## config.mk

```make
export PLATFORM = sky130hd
export DESIGN_NAME = calendar_date_counter
export DESIGN_NICKNAME = d
export VERILOG_FILES = /design/src/rtl/calendar_date_counter.sv
export SDC_FILE = /design/constraint.sdc
export NUM_CORES = 1
export LEC_CHECK = 0
export CAP_MARGIN = 15
export CELL_PAD_IN_SITES_DETAIL_PLACEMENT = 0
export CELL_PAD_IN_SITES_GLOBAL_PLACEMENT = 1
export CORE_ASPECT_RATIO = 0.6
export CORE_MARGIN = 10
export CORE_UTILIZATION = 36
export CTS_CLUSTER_SIZE = 30
export DETAILED_ROUTE_END_ITERATION = 6
export HOLD_SLACK_MARGIN = 0.15
export PLACE_DENSITY_LB_ADDON = 0.05
export SYNTH_ARGS = -nofsm -noshare
export SYNTH_HDL_FRONTEND = slang
export SYNTH_SLANG_ARGS = --single-unit
export TNS_END_PERCENT = 5
```

## constraint.sdc

```tcl
create_clock -name clk -period 2.25 [get_ports clk]
set_input_delay 0.3375 -clock clk [delete_from_list [all_inputs] [get_ports clk]]
set_output_delay 0.3375 -clock clk [all_outputs]
set_load 0.05 [all_outputs]
```

## src/rtl/calendar_date_counter.sv

```systemverilog
// -----------------------------------------------------------------------------
// calendar_date_counter
//
// Calendar stage that follows the time-of-day clock. It advances day, month,
// year (offset from 2000, 0..99) and weekday on each one-cycle new_day pulse.
// A set path loads a date from the board switches after a one-cycle
// validation step.
//
// Optional feature macro: LEAP_YEAR_EN
//   defined   -> February has 29 days when year[1:0] == 0
//   undefined -> February always has 28 days
//
// Ports:
//   clk          in   system clock, rising edge
//   reset        in   asynchronous, active-low reset
//   new_day      in   one-cycle day-advance pulse
//   set_req      in   one-cycle request to load set_*
//   set_day      in   [4:0] requested day
//   set_month    in   [3:0] requested month
//   set_year     in   [6:0] requested year offset
//   set_weekday  in   [2:0] requested weekday (0 = Monday)
//   day          out  [4:0] current day, 1..31
//   month        out  [3:0] current month, 1..12
//   year         out  [6:0] current year offset, 0..99
//   weekday      out  [2:0] current weekday, 0..6
//   new_month    out  one-cycle pulse when the month increments
//   new_year     out  one-cycle pulse when the year increments or wraps
//   busy         out  high while a set request is being validated
//   set_err      out  one-cycle pulse when a set request is rejected
// -----------------------------------------------------------------------------
`timescale 1ns/1ps

module calendar_date_counter #(
    parameter int INIT_DAY     = 1,
    parameter int INIT_MONTH   = 1,
    parameter int INIT_YEAR    = 0,
    parameter int INIT_WEEKDAY = 5
) (
    input  logic       clk,
    input  logic       reset,
    input  logic       new_day,
    input  logic       set_req,
    input  logic [4:0] set_day,
    input  logic [3:0] set_month,
    input  logic [6:0] set_year,
    input  logic [2:0] set_weekday,
    output logic [4:0] day,
    output logic [3:0] month,
    output logic [6:0] year,
    output logic [2:0] weekday,
    output logic       new_month,
    output logic       new_year,
    output logic       busy,
    output logic       set_err
);

    typedef enum logic {
        IDLE  = 1'b0,
        CHECK = 1'b1
    } state_t;

    state_t     state_q, state_d;

    logic [4:0] day_q, day_d;
    logic [3:0] month_q, month_d;
    logic [6:0] year_q, year_d;
    logic [2:0] weekday_q, weekday_d;
    logic       new_month_q, new_month_d;
    logic       new_year_q, new_year_d;
    logic       set_err_q, set_err_d;
    logic       pending_q, pending_d;

    // Shadow copy of the set request, held for the validation cycle.
    logic [4:0] cap_day_q, cap_day_d;
    logic [3:0] cap_month_q, cap_month_d;
    logic [6:0] cap_year_q, cap_year_d;
    logic [2:0] cap_weekday_q, cap_weekday_d;

    logic       cur_leap;
    logic       cap_leap;
    logic [4:0] cur_len;
    logic [4:0] cap_len;
    logic       cap_valid;
    logic       do_adv;

    // Days in a month; out-of-range months return 31 but are always gated
    // by a separate month range check before the length is used.
    function automatic logic [4:0] month_len(input logic [3:0] m, input logic leap);
        case (m)
            4'd4, 4'd6, 4'd9, 4'd11: return 5'd30;
            4'd2:                    return leap ? 5'd29 : 5'd28;
            default:                 return 5'd31;
        endcase
    endfunction

`ifdef LEAP_YEAR_EN
    // Within 2000..2099 every multiple of 4 is a leap year, 2000 included.
    assign cur_leap = (year_q[1:0] == 2'b00);
    assign cap_leap = (cap_year_q[1:0] == 2'b00);
`else
    assign cur_leap = 1'b0;
    assign cap_leap = 1'b0;
`endif

    assign cur_len = month_len(month_q, cur_leap);
    assign cap_len = month_len(cap_month_q, cap_leap);

    assign cap_valid = (cap_month_q >= 4'd1) && (cap_month_q <= 4'd12) &&
                       (cap_day_q   >= 5'd1) && (cap_day_q   <= cap_len) &&
                       (cap_year_q  <= 7'd99) && (cap_weekday_q <= 3'd6);

    // ---------------------------------------------------------------- FSM
    always_ff @(posedge clk or negedge reset) begin
        if (!reset) begin
            state_q <= IDLE;
        end else begin
            state_q <= state_d;
        end
    end

    always_comb begin
        // NOTE: every combinational output gets a default first so no path
        // leaves it unassigned and no latch is inferred.
        state_d = state_q;
        case (state_q)
            IDLE:    if (set_req) state_d = CHECK;
            CHECK:   state_d = IDLE;
            default: state_d = IDLE;
        endcase
    end

    always_comb begin
        busy = (state_q == CHECK);
    end

    // ----------------------------------------------------------- datapath
    always_comb begin
        day_d         = day_q;
        month_d       = month_q;
        year_d        = year_q;
        weekday_d     = weekday_q;
        new_month_d   = 1'b0;
        new_year_d    = 1'b0;
        set_err_d     = 1'b0;
        pending_d     = pending_q;
        cap_day_d     = cap_day_q;
        cap_month_d   = cap_month_q;
        cap_year_d    = cap_year_q;
        cap_weekday_d = cap_weekday_q;
        do_adv        = 1'b0;

        case (state_q)
            IDLE: begin
                // A set takes priority over a coincident new_day, which is
                // remembered and applied after the set resolves.
                do_adv    = pending_q | (new_day & ~set_req);
                pending_d = set_req & new_day;
                if (set_req) begin
                    cap_day_d     = set_day;
                    cap_month_d   = set_month;
                    cap_year_d    = set_year;
                    cap_weekday_d = set_weekday;
                end
            end
            CHECK: begin
                pending_d = pending_q | new_day;
                if (cap_valid) begin
                    day_d     = cap_day_q;
                    month_d   = cap_month_q;
                    year_d    = cap_year_q;
                    weekday_d = cap_weekday_q;
                end else begin
                    set_err_d = 1'b1;
                end
            end
            default: ;
        endcase

        if (do_adv) begin
            weekday_d = (weekday_q == 3'd6) ? 3'd0 : weekday_q + 3'd1;
            if (day_q < cur_len) begin
                day_d = day_q + 5'd1;
            end else begin
                day_d       = 5'd1;
                new_month_d = 1'b1;
                if (month_q < 4'd12) begin
                    month_d = month_q + 4'd1;
                end else begin
                    month_d    = 4'd1;
                    new_year_d = 1'b1;
                    year_d     = (year_q >= 7'd99) ? 7'd0 : year_q + 7'd1;
                end
            end
        end
    end

    always_ff @(posedge clk or negedge reset) begin
        if (!reset) begin
            // NOTE: sequential state uses non-blocking assignments so all
            // flops update from the same pre-edge values.
            day_q         <= 5'(INIT_DAY);
            month_q       <= 4'(INIT_MONTH);
            year_q        <= 7'(INIT_YEAR);
            weekday_q     <= 3'(INIT_WEEKDAY);
            new_month_q   <= 1'b0;
            new_year_q    <= 1'b0;
            set_err_q     <= 1'b0;
            pending_q     <= 1'b0;
            // NOTE: the shadow registers are reset as well, so a reset in the
            // middle of validation cannot leave a stale request behind.
            cap_day_q     <= '0;
            cap_month_q   <= '0;
            cap_year_q    <= '0;
            cap_weekday_q <= '0;
        end else begin
            day_q         <= day_d;
            month_q       <= month_d;
            year_q        <= year_d;
            weekday_q     <= weekday_d;
            new_month_q   <= new_month_d;
            new_year_q    <= new_year_d;
            set_err_q     <= set_err_d;
            pending_q     <= pending_d;
            cap_day_q     <= cap_day_d;
            cap_month_q   <= cap_month_d;
            cap_year_q    <= cap_year_d;
            cap_weekday_q <= cap_weekday_d;
        end
    end

    assign day       = day_q;
    assign month     = month_q;
    assign year      = year_q;
    assign weekday   = weekday_q;
    assign new_month = new_month_q;
    assign new_year  = new_year_q;
    assign set_err   = set_err_q;

endmodule

```

==> metrics.md <==
| Metric | Value |
|---|---|
| Status | finished, violations left |
| Violated checks | setup timing |
| Placed instance area | roughly 3100 sq um |
| Syn Std Cell Area | between 2000 and 2500 sq um |
| Compound-Gate Fraction of Synth Area | a little under a fifth |
| Share of synthesized registers carrying an async set or reset | 100% |
| Most Crowded Layer GR | met1 |
| Clk Latency, worst-skew pair | 0.30 ns |
| Post-synthesis cell type count | 52 |
| Vias in the first global route | 2062 |
| Vias per inst | 5.17 |
| Maximum clock path buffer count | 2 |
| Largest family of logic cells by synthesized area | compound AO/OA/AOI/OAI gates |
| Worst Setup Slack, final | -0.0537 ns |
| Met1 Resource Use GR | 20.6% |
| CP Class | reg -> reg |
| Fillers | 575 |
| H-tree levels | 2 |
| Post-synthesis cell count | 224 |
| Layout cells sized above 1 | 31.4% |
| Syn_nets | 256 |
| DR vias | around 2000 |
| Final Instance Area | 3420 sq um |
| Initial DRC count | 128 |
| Antenna cells | 0 |
| Die Footprint | 10200 sq um |
| All-layer global routing usage | 13.5% |
| Final worst path period need | 2.30 ns |
| Worst Setup Start Kind | flip-flop |
| Yosys warns | 0 |
| Pin count of the biggest net entering global routing | 24 |
| PortBufs | 45 |
| Mux contribution to synthesized area | approximately 7.8% |
| Achievable Freq | 434 MHz |
| Max Cap Violations | 0 |
| Leakage | 0.00144 uW |
| Placer Congestion | 0.863 |
| CP Capture Type | flip-flop |
| Initial cell density of the core | 37.6% |
| CTS buffer count | 5 |
| Initial antenna violation count | 0 |
| Detailed Place HPWL | 5.14 mm |
| Cell taking the most area after synthesis | dfrtp_1 |
| Adder-Cell Fraction of Synth Area | 4.86% |
| Xor/xnor cell area share of the yosys netlist | 0% |
| IO Pins | 46 |
| Place WS | -0.146 ns |
| Total Nets Final | 340 |
| Fin. max-slew vios | 0 |
| Cell area power density | around 1200 nW/um^2 |
| Fin Setup TNS | -0.482 ns |
| Final non-filler cell total | 393 |
| Area of the multi-input gates | 1260 sq um |
| Clock transition at path regs | roughly 0.080 ns |
| GR Layer Usage met2 | 18.1% |
| Root buffer cell | clkbuf_8 |
| Commonest non-fill, non-tap cells in the layout | 44 x clkdlybuf4s50_1, 38 x dfrtp_1, 32 x buf_4 |
| Simple-gate area share of the yosys netlist | 17.5% |
| FP Rows | 22 |
| Register area share after synthesis | between 40 and 50% |
| Area grow syn2layout | 47.5% |
| TritonCTS Sinks | 43 |
| DRC viols | 0 |
| RSZ-0062 raised after global routing | yes |
| Post-route ant nets | 0 |
| Post-synth EDFFs | 0 |
| Core region area | 6170 sq um |
| Final Total Pwr | 4040 uW |
| Die width | between 100 and 150 microns |
| Critical Path RT | 2.44 ns |
| Drt wl/cell | 17.1 microns |
| Flops & latches, synth | 43 |
| Synth Flop Type | dfrtp_1 |
| FF/Latch Area | 1090 sq um |
| WP data arrival | 2.49 ns |
| Synthesized area per cell | 10.4 sq um |
| Crit share post-route | 102% |
| Final setup violation count | 14 |
| Actual slew at the worst max-slew pin | 0.577 ns |
| Rel. slew slack | between 60 and 70% |
| Die Y | 82.2 microns |
| Post-synth top area share | 42.1% |
| Pre-antenna DRT Iters | 4 |
| Hold crit path type | reg -> reg |
| Cells after DPL | 379 |
| GR Layer Usage met3 | 4.27% |
| First-pass GRT wire length | 10.8 mm |
| Final WL | 6.70 mm |
| Final Hold Fails | 0 |
| Peak VDD IR | approximately 0.77 mV |
| Most common cell after layout, fill and taps aside | clkdlybuf4s50_1 |
| Grt total ovfl | 0 |
| CTS tree | done |
| Critical-path maximum fanout | 3 |
| Max Clock Skew | 0.00711 ns |
| Top post-synthesis cells by area | dfrtp_1 42%, mux2_2 7.8%, ha_1 4.9%, dfstp_2 4.5%, a221o_1 3.5% |
[power by group]
group          internal, uW  total (uW)  switching [uW]
combinational           869        2080            1210
clock                   331         612             282
sequential             1030        1350             326
[per-stage QoR]
stage / hold slack, ns / util (%)
2_1_floorplan: 0.0419 / -
3_3_place_gp: 0.360 / 50.9
3_5_place_dp: 0.372 / 50.9
4_1_cts: 0.543 / 54.2
5_1_grt: 0.568 / 55.5
6_report: 0.539 / 55.5
[metal layers]
metal  share of wire [%]  up-vias  routed length (microns)
li1                    -     1007                        -
met1                  54      967                     3630
met2                  38       53                     2570
met3                 6.9        5                      463
met4                0.54        0                       36
met5                   0        -                        0
[timing repair]
item                                   4_1_cts  5_1_grt
endpoints found under the hold margin       21        0
pin swaps                                   10       15
hold buffers                                 1        0
setup buffers                                3        2
gates resized for setup                     12       16
setup endpoints to repair                   19       19
[cell families after synthesis]
family	count (synthesis)
AO/OA/AOI/OAI	58
adder cells (fa/ha/maj)	9
buffers and inverters	21
flip-flops	43
multiplexers	16
AND/OR/NAND/NOR	77
[cell type report]
cell class                 count  area share (%)
clock buffer                   5            2.01
clock inverter                 3            1.28
inverter                      12            1.54
multi-input combinational    160            36.9
sequential                    43            31.7
tap                           84            3.07
timing repair buffer          86            23.5
[state kept, by name (all words and copies together), names as in the netlist]
signal	flops
year	7
pending_q	1
weekday	3
busy	1
new_month	1
cap_month_q	4
set_err	1
day	5
cap_day_q	5
new_year	1
month	4
cap_weekday_q	3
cap_year_q	7
[worst max-delay path, stage by stage (launching register included)]
cell	delay, ns
dfstp_4	0.64
inv_4	0.04
ha_4	0.14
nor3b_4	0.14
ha_1	0.28
o2111ai_2	0.21
or3_4	0.19
clkinv_4	0.06
buf_4	0.13
o2bb2ai_1	0.12
a221o_1	0.25
[cell usage after synthesis (all sizes together) (4+ instances only)]
master / number
nand3: 13
nor3: 4
o211ai: 5
nand2: 18
mux2: 16
nor2: 13
clkbuf: 5
dfstp: 4
a21oi: 11
dfrtp: 39
nand2b: 4
inv: 11
buf: 4
o21ai: 9
a221o: 8
and3: 5
nor2b: 5
ha: 9
[final timing paths]
| kind | cells past startpoint | to | slack, ns | start |
|---|---|---|---|---|
| setup / recovery | 10 | year[5]$_DFF_PN0_ | -0.05 | month[0]$_DFF_PN1_ |
| hold / removal | 1 | cap_year_q[1]$_DFFE_PN0P_ | 0.54 | cap_year_q[1]$_DFFE_PN0P_ |
| setup reg to reg | 10 | year[5]$_DFF_PN0_ | -0.05 | month[0]$_DFF_PN1_ |
| hold reg to reg | 1 | cap_year_q[1]$_DFFE_PN0P_ | 0.54 | cap_year_q[1]$_DFFE_PN0P_ |
| max in group asynchronous | 3 | day[0]$_DFFE_PN1P_ | 1.08 | reset |
| min in group asynchronous | 2 | cap_day_q[3]$_DFFE_PN0P_ | 0.57 | reset |
Note: power is estimated with default switching activity, not from simulation.
